**config.mk**
```make
export PLATFORM = sky130hd
export DESIGN_NAME = brightness_ramp_filter
export DESIGN_NICKNAME = d
export VERILOG_FILES = /design/src/rtl/brightness_pkg.sv /design/src/rtl/bright_level_ramp.sv /design/src/rtl/brightness_ramp_filter.sv
export SDC_FILE = /design/constraint.sdc
export NUM_CORES = 1
export LEC_CHECK = 0
export ABC_AREA = 1
export BUFFER_PORTS_ARGS = -buffer_cell sky130_fd_sc_hd__buf_2
export CORE_ASPECT_RATIO = 2
export CORE_MARGIN = 2
export CORE_UTILIZATION = 40
export CTS_BUF_LIST = sky130_fd_sc_hd__clkbuf_4
export DETAILED_ROUTE_END_ITERATION = 10
export GPL_TIMING_DRIVEN = 1
export SLEW_MARGIN = 20
export SYNTH_ARGS = -nofsm -noshare
export SYNTH_HDL_FRONTEND = slang
export SYNTH_HIERARCHICAL = 1
export SYNTH_SLANG_ARGS = --single-unit
export TNS_END_PERCENT = 10
```
**constraint.sdc**
```tcl
create_clock -name clk -period 8.8 [get_ports clk]
set_input_delay 0.88 -clock clk [delete_from_list [all_inputs] [get_ports clk]]
set_output_delay 0.88 -clock clk [all_outputs]
set_load 0.005 [all_outputs]
```
**src/rtl/brightness_pkg.sv**
```systemverilog
// brightness_pkg: shared types and elaboration helpers for brightness_ramp_filter.
//   MAXV     full-scale value of the default 8-bit channel
//   mode_e   per-pixel modulation mode (additive / multiplicative)
//   pixel_t  unpacked per-channel pixel view for the default geometry
//   maxv_of  full-scale value for an arbitrary channel width
//   recip    fixed-point (Q16) scale mapping MAX_BPM onto full scale
package brightness_pkg;

    localparam int unsigned DEF_BITS     = 8;
    localparam int unsigned DEF_CHANNELS = 3;
    localparam int unsigned MAXV         = (1 << DEF_BITS) - 1;

    typedef enum logic {
        MODE_ADD = 1'b0,
        MODE_MUL = 1'b1
    } mode_e;

    typedef logic [DEF_BITS-1:0] pixel_t [DEF_CHANNELS];

    function automatic int unsigned maxv_of(input int unsigned bits);
        return (1 << bits) - 1;
    endfunction

    // round(2**16 * maxv / max_bpm), computed with round-half-up integer division
    function automatic int unsigned recip(input int unsigned bits, input int unsigned max_bpm);
        longint unsigned num;
        num = (64'(maxv_of(bits)) << 16) + 64'(max_bpm / 2);
        return 32'(num / 64'(max_bpm));
    endfunction

endpackage

```
**src/rtl/bright_level_ramp.sv**
```systemverilog
// bright_level_ramp: maps a BPM estimate to a target brightness and slews the applied
// level toward it by at most RAMP_STEP every RAMP_DIV clock cycles.
// Ports:
//   clk    in   clock
//   reset  in   synchronous, active-high
//   bpm    in   heart-rate estimate
//   level  out  currently applied brightness level
module bright_level_ramp
    import brightness_pkg::*;
#(
    parameter int unsigned BITS      = 8,
    parameter int unsigned MAX_BPM   = 200,
    parameter int unsigned RAMP_STEP = 4,
    parameter int unsigned RAMP_DIV  = 1024,
    parameter int unsigned BPM_W     = $clog2(MAX_BPM + 1)
) (
    input  logic             clk,
    input  logic             reset,
    input  logic [BPM_W-1:0] bpm,
    output logic [BITS-1:0]  level
);

    localparam int unsigned   MAXV_I    = maxv_of(BITS);
    localparam logic [31:0]   RECIP     = 32'(recip(BITS, MAX_BPM));
    localparam logic [BPM_W-1:0] MAX_BPM_C = BPM_W'(MAX_BPM);
    localparam int unsigned   STEP_SAT  = (RAMP_STEP > MAXV_I) ? MAXV_I : RAMP_STEP;
    localparam logic [BITS-1:0] STEP_C  = BITS'(STEP_SAT);
    localparam int unsigned   CW        = (RAMP_DIV > 1) ? $clog2(RAMP_DIV) : 1;
    localparam logic [CW-1:0] DIV_LAST  = CW'(RAMP_DIV - 1);

    logic [BITS-1:0] target;
    logic [BITS-1:0] scaled;
    logic [CW-1:0]   cnt_q;
    logic            tick;
    logic [BITS-1:0] level_q, level_d;

    // Below MAX_BPM the Q16 product always fits in BITS bits after the shift.
    assign scaled = BITS'((64'(bpm) * 64'(RECIP)) >> 16);
    assign target = (bpm >= MAX_BPM_C) ? BITS'(MAXV_I) : scaled;

    assign tick = (cnt_q == DIV_LAST);

    always_ff @(posedge clk) begin
        if (reset) begin
            cnt_q <= '0;
        end else if (tick) begin
            cnt_q <= '0;
        end else begin
            cnt_q <= cnt_q + 1'b1;
        end
    end

    always_comb begin
        level_d = level_q;
        if (RAMP_STEP == 0) begin
            level_d = target;
        end else if (tick) begin
            // Clamp the last step to the remaining distance so the level never overshoots.
            if (level_q < target) begin
                level_d = ((target - level_q) > STEP_C) ? level_q + STEP_C : target;
            end else if (level_q > target) begin
                level_d = ((level_q - target) > STEP_C) ? level_q - STEP_C : target;
            end
        end
    end

    always_ff @(posedge clk) begin
        if (reset) begin
            level_q <= '0;
        end else begin
            level_q <= level_d;
        end
    end

    assign level = level_q;

endmodule

```
**src/rtl/brightness_ramp_filter.sv**
```systemverilog
// brightness_ramp_filter: multi-channel pixel filter between a frame source and a VGA sink.
// A BPM-driven brightness level (slew-limited) is added (saturating) to or multiplied into
// every channel of each pixel. Two-stage valid/ready pipeline with full backpressure.
// Optional feature macro: BRIGHT_SAT_STATS_EN adds sat_count / sat_clear.
// Ports:
//   clk            in   clock
//   reset          in   synchronous, active-high
//   pix_in         in   input pixel, channel 0 at LSBs
//   valid_in       in   pix_in valid
//   output_ready   out  block accepts pix_in this cycle
//   pix_out        out  filtered pixel
//   valid_out      out  pix_out valid
//   module_ready   in   downstream accepts pix_out this cycle
//   filter_enable  in   0 = transparent, 1 = apply level
//   mode           in   0 = additive, 1 = multiplicative
//   BPM_estimate   in   heart-rate estimate
//   brightness     out  currently applied level
//   sat_count      out  (BRIGHT_SAT_STATS_EN) output pixels clamped in additive mode
//   sat_clear      in   (BRIGHT_SAT_STATS_EN) synchronous clear of sat_count
module brightness_ramp_filter
    import brightness_pkg::*;
#(
    parameter int unsigned BITS      = 8,
    parameter int unsigned CHANNELS  = 3,
    parameter int unsigned MAX_BPM   = 200,
    parameter int unsigned RAMP_STEP = 4,
    parameter int unsigned RAMP_DIV  = 1024
) (
    input  logic                            clk,
    input  logic                            reset,
    input  logic [CHANNELS*BITS-1:0]        pix_in,
    input  logic                            valid_in,
    output logic                            output_ready,
    output logic [CHANNELS*BITS-1:0]        pix_out,
    output logic                            valid_out,
    input  logic                            module_ready,
    input  logic                            filter_enable,
    input  logic                            mode,
    input  logic [$clog2(MAX_BPM+1)-1:0]    BPM_estimate,
    output logic [BITS-1:0]                 brightness
`ifdef BRIGHT_SAT_STATS_EN
    ,
    output logic [15:0]                     sat_count,
    input  logic                            sat_clear
`endif
);

    localparam int unsigned     W      = CHANNELS * BITS;
    localparam logic [BITS-1:0] MAXV_C = BITS'(maxv_of(BITS));

    logic [BITS-1:0] level;

    bright_level_ramp #(
        .BITS      (BITS),
        .MAX_BPM   (MAX_BPM),
        .RAMP_STEP (RAMP_STEP),
        .RAMP_DIV  (RAMP_DIV),
        .BPM_W     ($clog2(MAX_BPM + 1))
    ) u_ramp (
        .clk   (clk),
        .reset (reset),
        .bpm   (BPM_estimate),
        .level (level)
    );

    assign brightness = level;

    // Stage 1: captured pixel plus the controls in force when it was accepted.
    logic            s1_valid_q;
    logic [W-1:0]    s1_pix_q;
    logic            s1_en_q;
    mode_e           s1_mode_q;
    logic [BITS-1:0] s1_level_q;

    // Stage 2: computed output.
    logic            s2_valid_q;
    logic [W-1:0]    s2_pix_q;

    logic            adv2;
    logic [W-1:0]    comp_pix;

    assign adv2         = !s2_valid_q || module_ready;
    assign output_ready = !s1_valid_q || adv2;

`ifdef BRIGHT_SAT_STATS_EN
    logic [CHANNELS-1:0] clamp;
    logic                s2_sat_q;
    logic [15:0]         sat_cnt_q;
`endif

    for (genvar c = 0; c < CHANNELS; c++) begin : g_chan
        logic [BITS-1:0]   ch_in;
        logic [BITS-1:0]   ch_out;
        logic [BITS:0]     sum;
        logic [2*BITS:0]   prod;

        assign ch_in = s1_pix_q[c*BITS +: BITS];
        assign sum   = {1'b0, ch_in} + {1'b0, s1_level_q};
        // level+1 so that full-scale level multiplies by exactly 1.0
        assign prod  = (2*BITS+1)'(ch_in) * (2*BITS+1)'({1'b0, s1_level_q} + 1'b1);

        always_comb begin
            ch_out = ch_in;
            if (s1_en_q) begin
                if (s1_mode_q == MODE_ADD) begin
                    ch_out = sum[BITS] ? MAXV_C : sum[BITS-1:0];
                end else begin
                    ch_out = BITS'(prod >> BITS);
                end
            end
        end

        assign comp_pix[c*BITS +: BITS] = ch_out;

`ifdef BRIGHT_SAT_STATS_EN
        assign clamp[c] = s1_en_q && (s1_mode_q == MODE_ADD) && sum[BITS];
`endif
    end

    always_ff @(posedge clk) begin
        if (reset) begin
            s1_valid_q <= 1'b0;
            s1_pix_q   <= '0;
            s1_en_q    <= 1'b0;
            s1_mode_q  <= MODE_ADD;
            s1_level_q <= '0;
            s2_valid_q <= 1'b0;
            s2_pix_q   <= '0;
        end else begin
            if (output_ready) begin
                s1_valid_q <= valid_in;
                if (valid_in) begin
                    s1_pix_q   <= pix_in;
                    s1_en_q    <= filter_enable;
                    s1_mode_q  <= mode_e'(mode);
                    s1_level_q <= level;
                end
            end
            if (adv2) begin
                s2_valid_q <= s1_valid_q;
                if (s1_valid_q) begin
                    s2_pix_q <= comp_pix;
                end
            end
        end
    end

    assign pix_out   = s2_pix_q;
    assign valid_out = s2_valid_q;

`ifdef BRIGHT_SAT_STATS_EN
    always_ff @(posedge clk) begin
        if (reset) begin
            s2_sat_q <= 1'b0;
        end else if (adv2 && s1_valid_q) begin
            s2_sat_q <= |clamp;
        end
    end

    // Clear takes priority over an increment in the same cycle; count sticks at all-ones.
    always_ff @(posedge clk) begin
        if (reset || sat_clear) begin
            sat_cnt_q <= '0;
        end else if (s2_valid_q && module_ready && s2_sat_q && (sat_cnt_q != 16'hFFFF)) begin
            sat_cnt_q <= sat_cnt_q + 16'd1;
        end
    end

    assign sat_count = sat_cnt_q;
`endif

endmodule

```
==> results.py <==
metrics = {
    "synthesis": {
        "ys_seq_area_share_pct": 11.17,
        "synth_cell_type_count": 51,
        "ys_async_sr_fraction_pct": 0,
        "syn_area_per_cell_um2": 6.954,
        "synth-main-ff-cell": "sky130_fd_sc_hd__dfxtp_1",
        "synthesis.yosys.warnings": 6,
        "ys_seq_elements": 78,
        "yosys-top-cells-area": "sky130_fd_sc_hd__fa_1 (20%), sky130_fd_sc_hd__ha_1 (17%), sky130_fd_sc_hd__dfxtp_1 (11%)",
        "library_cell_occupying_the_most_area_in_the_post_synthesis_netlist": "sky130_fd_sc_hd__fa_1",
        "synth_top_cells_by_count": "sky130_fd_sc_hd__nand2_1 (408), sky130_fd_sc_hd__inv_1 (364), sky130_fd_sc_hd__nor2_1 (222)",
        "share_of_the_synthesized_area_in_the_top_cell_type_pct": 19.91,
        "synth_enable_flop_cells": 0,
        "area_of_the_mapped_netlist_um2": 13980,
        "syn_nets": 2382,
        "dominant_cell_by_count_in_the_synthesized_netlist": "sky130_fd_sc_hd__nand2_1",
        "post_synth_inst_count": 2010,
    },
    "clock_tree": {
        "clkTransAtPathRegs_ns": 0.13,
        "cts_max_level": 3,
        "cts_num_sinks": 78,
        "cts_post_setup_buffers_inserted": 0,
        "maximum_buffer_depth_of_the_clock_tree": 2,
        "cts_inserted_buffers": 9,
        "ctsHoldBuffers": 0,
        "tritoncts": "yes",
        "post_cts.resized_instances": 0,
        "clkLatencyLatePin_ns": 0.45,
        "clock-root-buffer": "sky130_fd_sc_hd__clkbuf_4",
    },
    "timing": {
        "max_freq_ghz": 0.1585,
        "timing_worst_slew_pin_value_ns": 1.036,
        "rsz_0062_raised_after_global_routing": "false",
        "clock_skew_ns": 0.02358,
        "maxSlewViolCount": 0,
        "relSlewSlack_pct": 30.86,
        "period_minus_slack_ns": 6.310,
        "setup_viol": 0,
        "final_layout_setup_total_negative_slack_ns": 0,
        "finalHoldViolations": 0,
        "share_of_the_cycle_needed_by_the_critical_path_after_routing_pct": 71.70,
    },
    "hold_path": {
        "min_path_type": "register to register",
    },
    "route": {
        "met3_routed_wl_um": 1717,
        "ant_nets": 0,
        "vias_after_detailed_routing": 13310,
        "detail_route.wirelength_um": 44570,
        "routed.top_layer": "met4",
        "routed_via_density": 5.306,
        "drtPass1Iterations": 6,
        "met2WireLength_um": 24890,
        "average_wire_length_per_cell_after_detail_routing_um": 17.77,
        "drt_first_iter_violations": 664,
        "detail_route.wirelength.met1_um": 14510,
        "drc_errors": 0,
    },
    "status": {
        "outcome": "finished clean",
    },
    "global_route": {
        "vias_in_the_first_global_route": 13770,
        "antenna_violations_before_repair": 1,
        "grt_start_max_net_pins": 69,
        "sum_of_overflow_across_all_layers_after_global_routing": 0,
        "wire_length_of_the_first_global_routing_pass_um": 69500,
        "grt.total_usage_pct": 24.77,
    },
    "worst_setup_path": {
        "timing.critical_path.from_type": "input port",
        "setup.worst_path.end_class": "register",
        "crit_path_top_delay_cell": "sky130_fd_sc_hd__fa_1",
        "cpMostUsedCell": "sky130_fd_sc_hd__nand2_1",
        "critical_path_class": "input port to register",
        "critical_path.n_buffers_inverters": 5,
        "worst_path_largest_cell_delay_ns": 0.50,
        "largest_fanout_of_any_net_on_the_critical_path": 9,
        "cp.arrival_ns": 6.68,
        "required_worst_endpoint_ns": 9.17,
        "critical-path-top-delay-family": "adder cells",
    },
    "layout": {
        "final_std_cells_w_o_fill": 2508,
        "nNetsFinal": 2433,
        "areaGrowthSynthToFinish_pct": 6.929,
        "layout.cell_area.non_filler_um2": 14950,
        "final_layout_size_suffix_gt1_share_pct": 8.228,
    },
    "floorplan": {
        "io_pins": 72,
        "die_h_um": 268.4,
        "placementRows": 96,
        "initial_utilization_pct": 40.69,
        "coreArea_um2": 34350,
        "dieArea_um2": 36550,
        "floorplan.die.width_um": 136.2,
    },
    "power_and_ir_drop": {
        "internal-power_uw": 823.6,
        "p_comb_share_pct": 59.6,
        "p_sw_uw": 821.1,
        "power.sequential.fraction_pct": 24.3,
        "power_switching_share_pct": 49.92,
        "pwr-share-clk_pct": 16.1,
        "leakage_uw": 0.008224,
        "power_per_cell_area_nw_per_um2": 110.0,
        "vdd_ir_drop_max_v": 0.00009878,
    },
    "run": {
        "maxCapViolations": 0,
    },
    "placed_design": {
        "number_of_placed_instances_taps_included": 2491,
        "final_weighted_congestion_of_routability_driven_global_placement": 0.9032,
        "place.port_buffers": 71,
        "place_hpwl_um": 36660,
        "postPlaceCellArea_um2": 14770,
    },
}
[worst paths after layout]
check | from | to | slack (ns) | cells after the start
setup reg to reg | s1_level_q[1] | pix_out[23] | 2.52 | 26
hold / removal | pix_out[13] | pix_out[13] | 0.47 | 2
setup / recovery | BPM_estimate[6] | u_ramp/level[2] | 2.49 | 31
hold reg to reg | pix_out[13] | pix_out[13] | 0.47 | 2
[flip-flops by register name, summed over array words and instances (netlist names)]
name and count:
pix_out 24, s1_pix_q 24, u_ramp/cnt_q 10, s1_level_q 8
u_ramp/level 8, s1_en_q 1, s1_mode_q 1, s1_valid_q 1
valid_out 1
[worst register-to-register path: stages, from the launching register on]
cell and delay [ns]:
sky130_fd_sc_hd__dfxtp_1 0.55, sky130_fd_sc_hd__inv_1 0.30, sky130_fd_sc_hd__nor3_2 0.24, sky130_fd_sc_hd__inv_2 0.07, sky130_fd_sc_hd__nor2_4 0.09, sky130_fd_sc_hd__inv_1 0.06
sky130_fd_sc_hd__o21bai_2 0.12, sky130_fd_sc_hd__nand2_2 0.36, sky130_fd_sc_hd__inv_1 0.49, sky130_fd_sc_hd__nand2_1 0.14, sky130_fd_sc_hd__fa_1 0.44, sky130_fd_sc_hd__inv_1 0.09
sky130_fd_sc_hd__fa_1 0.44, sky130_fd_sc_hd__fa_1 0.54, sky130_fd_sc_hd__inv_1 0.05, sky130_fd_sc_hd__fa_1 0.48, sky130_fd_sc_hd__inv_1 0.04, sky130_fd_sc_hd__ha_1 0.35
sky130_fd_sc_hd__a21oi_1 0.35, sky130_fd_sc_hd__o21ai_0 0.20, sky130_fd_sc_hd__a21oi_1 0.22, sky130_fd_sc_hd__nand2_1 0.07, sky130_fd_sc_hd__nand2_1 0.05, sky130_fd_sc_hd__nand3_1 0.17
sky130_fd_sc_hd__nand2_1 0.11, sky130_fd_sc_hd__nand2_1 0.08, sky130_fd_sc_hd__a21oi_1 0.13
[power by group through the flow]
stage / clock network, µW / registers (µW) / logic (µW)
4_1_cts: 272 / 399 / 985
3_3_place_gp: 0 / 407 / 971
5_1_grt: 285 / 401 / 1110
3_5_place_dp: 0 / 407 / 978
6_report: 265 / 400 / 980
2_1_floorplan: 0 / 394 / 711
[logic make-up (layout without fill, tap and decap cells)]
group | count (synthesis) | count (layout) | synth area share, %
and+or+nand+nor | 837 | 837 | 25.80
buffers and inverters | 421 | 477 | 11.57
adders and majority gates | 334 | 334 | 37.36
AOI/OAI and AO/OA | 305 | 305 | 11.90
DFF | 78 | 78 | 11.17
xor gates and xnor gates | 35 | 35 | 2.193
other | 0 | 1 | 0
[layout make-up]
| class | instances | area, µm² |
|---|---|---|
| antenna | 1 | 2.502 |
| clock buffer | 10 | 75.07 |
| clock inverter | 6 | 95.09 |
| fill | 3685 | 19410 |
| inverter | 382 | 1441 |
| multi-input combinational | 1511 | 10800 |
| sequential | 78 | 1562 |
| tap | 441 | 551.8 |
| timing repair buffer | 79 | 415.4 |
[placed cells by master, fill, tap and decap left out, types with 4 or more instances in the layout]
cell type / count
sky130_fd_sc_hd__buf_2: 71
sky130_fd_sc_hd__nor2_4: 4
sky130_fd_sc_hd__nand3_1: 110
sky130_fd_sc_hd__a21oi_2: 5
sky130_fd_sc_hd__nand3_2: 5
sky130_fd_sc_hd__ha_1: 195
sky130_fd_sc_hd__a21o_1: 5
sky130_fd_sc_hd__nand2_2: 16
sky130_fd_sc_hd__buf_4: 8
sky130_fd_sc_hd__inv_1: 364
sky130_fd_sc_hd__xnor2_1: 14
sky130_fd_sc_hd__nor2_1: 222
sky130_fd_sc_hd__a21boi_0: 4
sky130_fd_sc_hd__o31ai_1: 5
sky130_fd_sc_hd__o21ai_1: 6
sky130_fd_sc_hd__o211ai_1: 5
sky130_fd_sc_hd__nand2_4: 5
sky130_fd_sc_hd__nor3_1: 13
sky130_fd_sc_hd__nor2_2: 16
sky130_fd_sc_hd__dfxtp_1: 78
sky130_fd_sc_hd__fa_1: 139
sky130_fd_sc_hd__o21bai_1: 5
sky130_fd_sc_hd__clkinv_1: 11
sky130_fd_sc_hd__nand4_1: 13
sky130_fd_sc_hd__a21oi_1: 186
sky130_fd_sc_hd__or2_2: 8
sky130_fd_sc_hd__a31oi_1: 5
sky130_fd_sc_hd__and3_1: 4
sky130_fd_sc_hd__inv_2: 5
sky130_fd_sc_hd__o21ai_0: 70
sky130_fd_sc_hd__nand3b_1: 4
sky130_fd_sc_hd__clkbuf_4: 10
sky130_fd_sc_hd__xor2_1: 21
sky130_fd_sc_hd__nand2_1: 406
[metal layers]
layer / global-route usage [%] / up-vias
li1: - / 6443
met1: 22.68 / 6300
met2: 49.72 / 401
met3: 2.132 / 163
met4: 16.89 / 0
met5: 0 / -
[through the flow]
stage	utilization, %	total power (µW)	hold slack, ns	setup WS (ns)
after global placement	43.00	1378	0.4503	2.178
after CTS	43.50	1657	0.4711	2.511
after global routing	43.51	1799	0.4898	2.018
after detailed placement	43.00	1385	0.4519	2.068
after floorplan	-	1105	0.4303	2.945
final	43.51	1645	0.4707	2.490
Power figures use the tool's default switching activity.
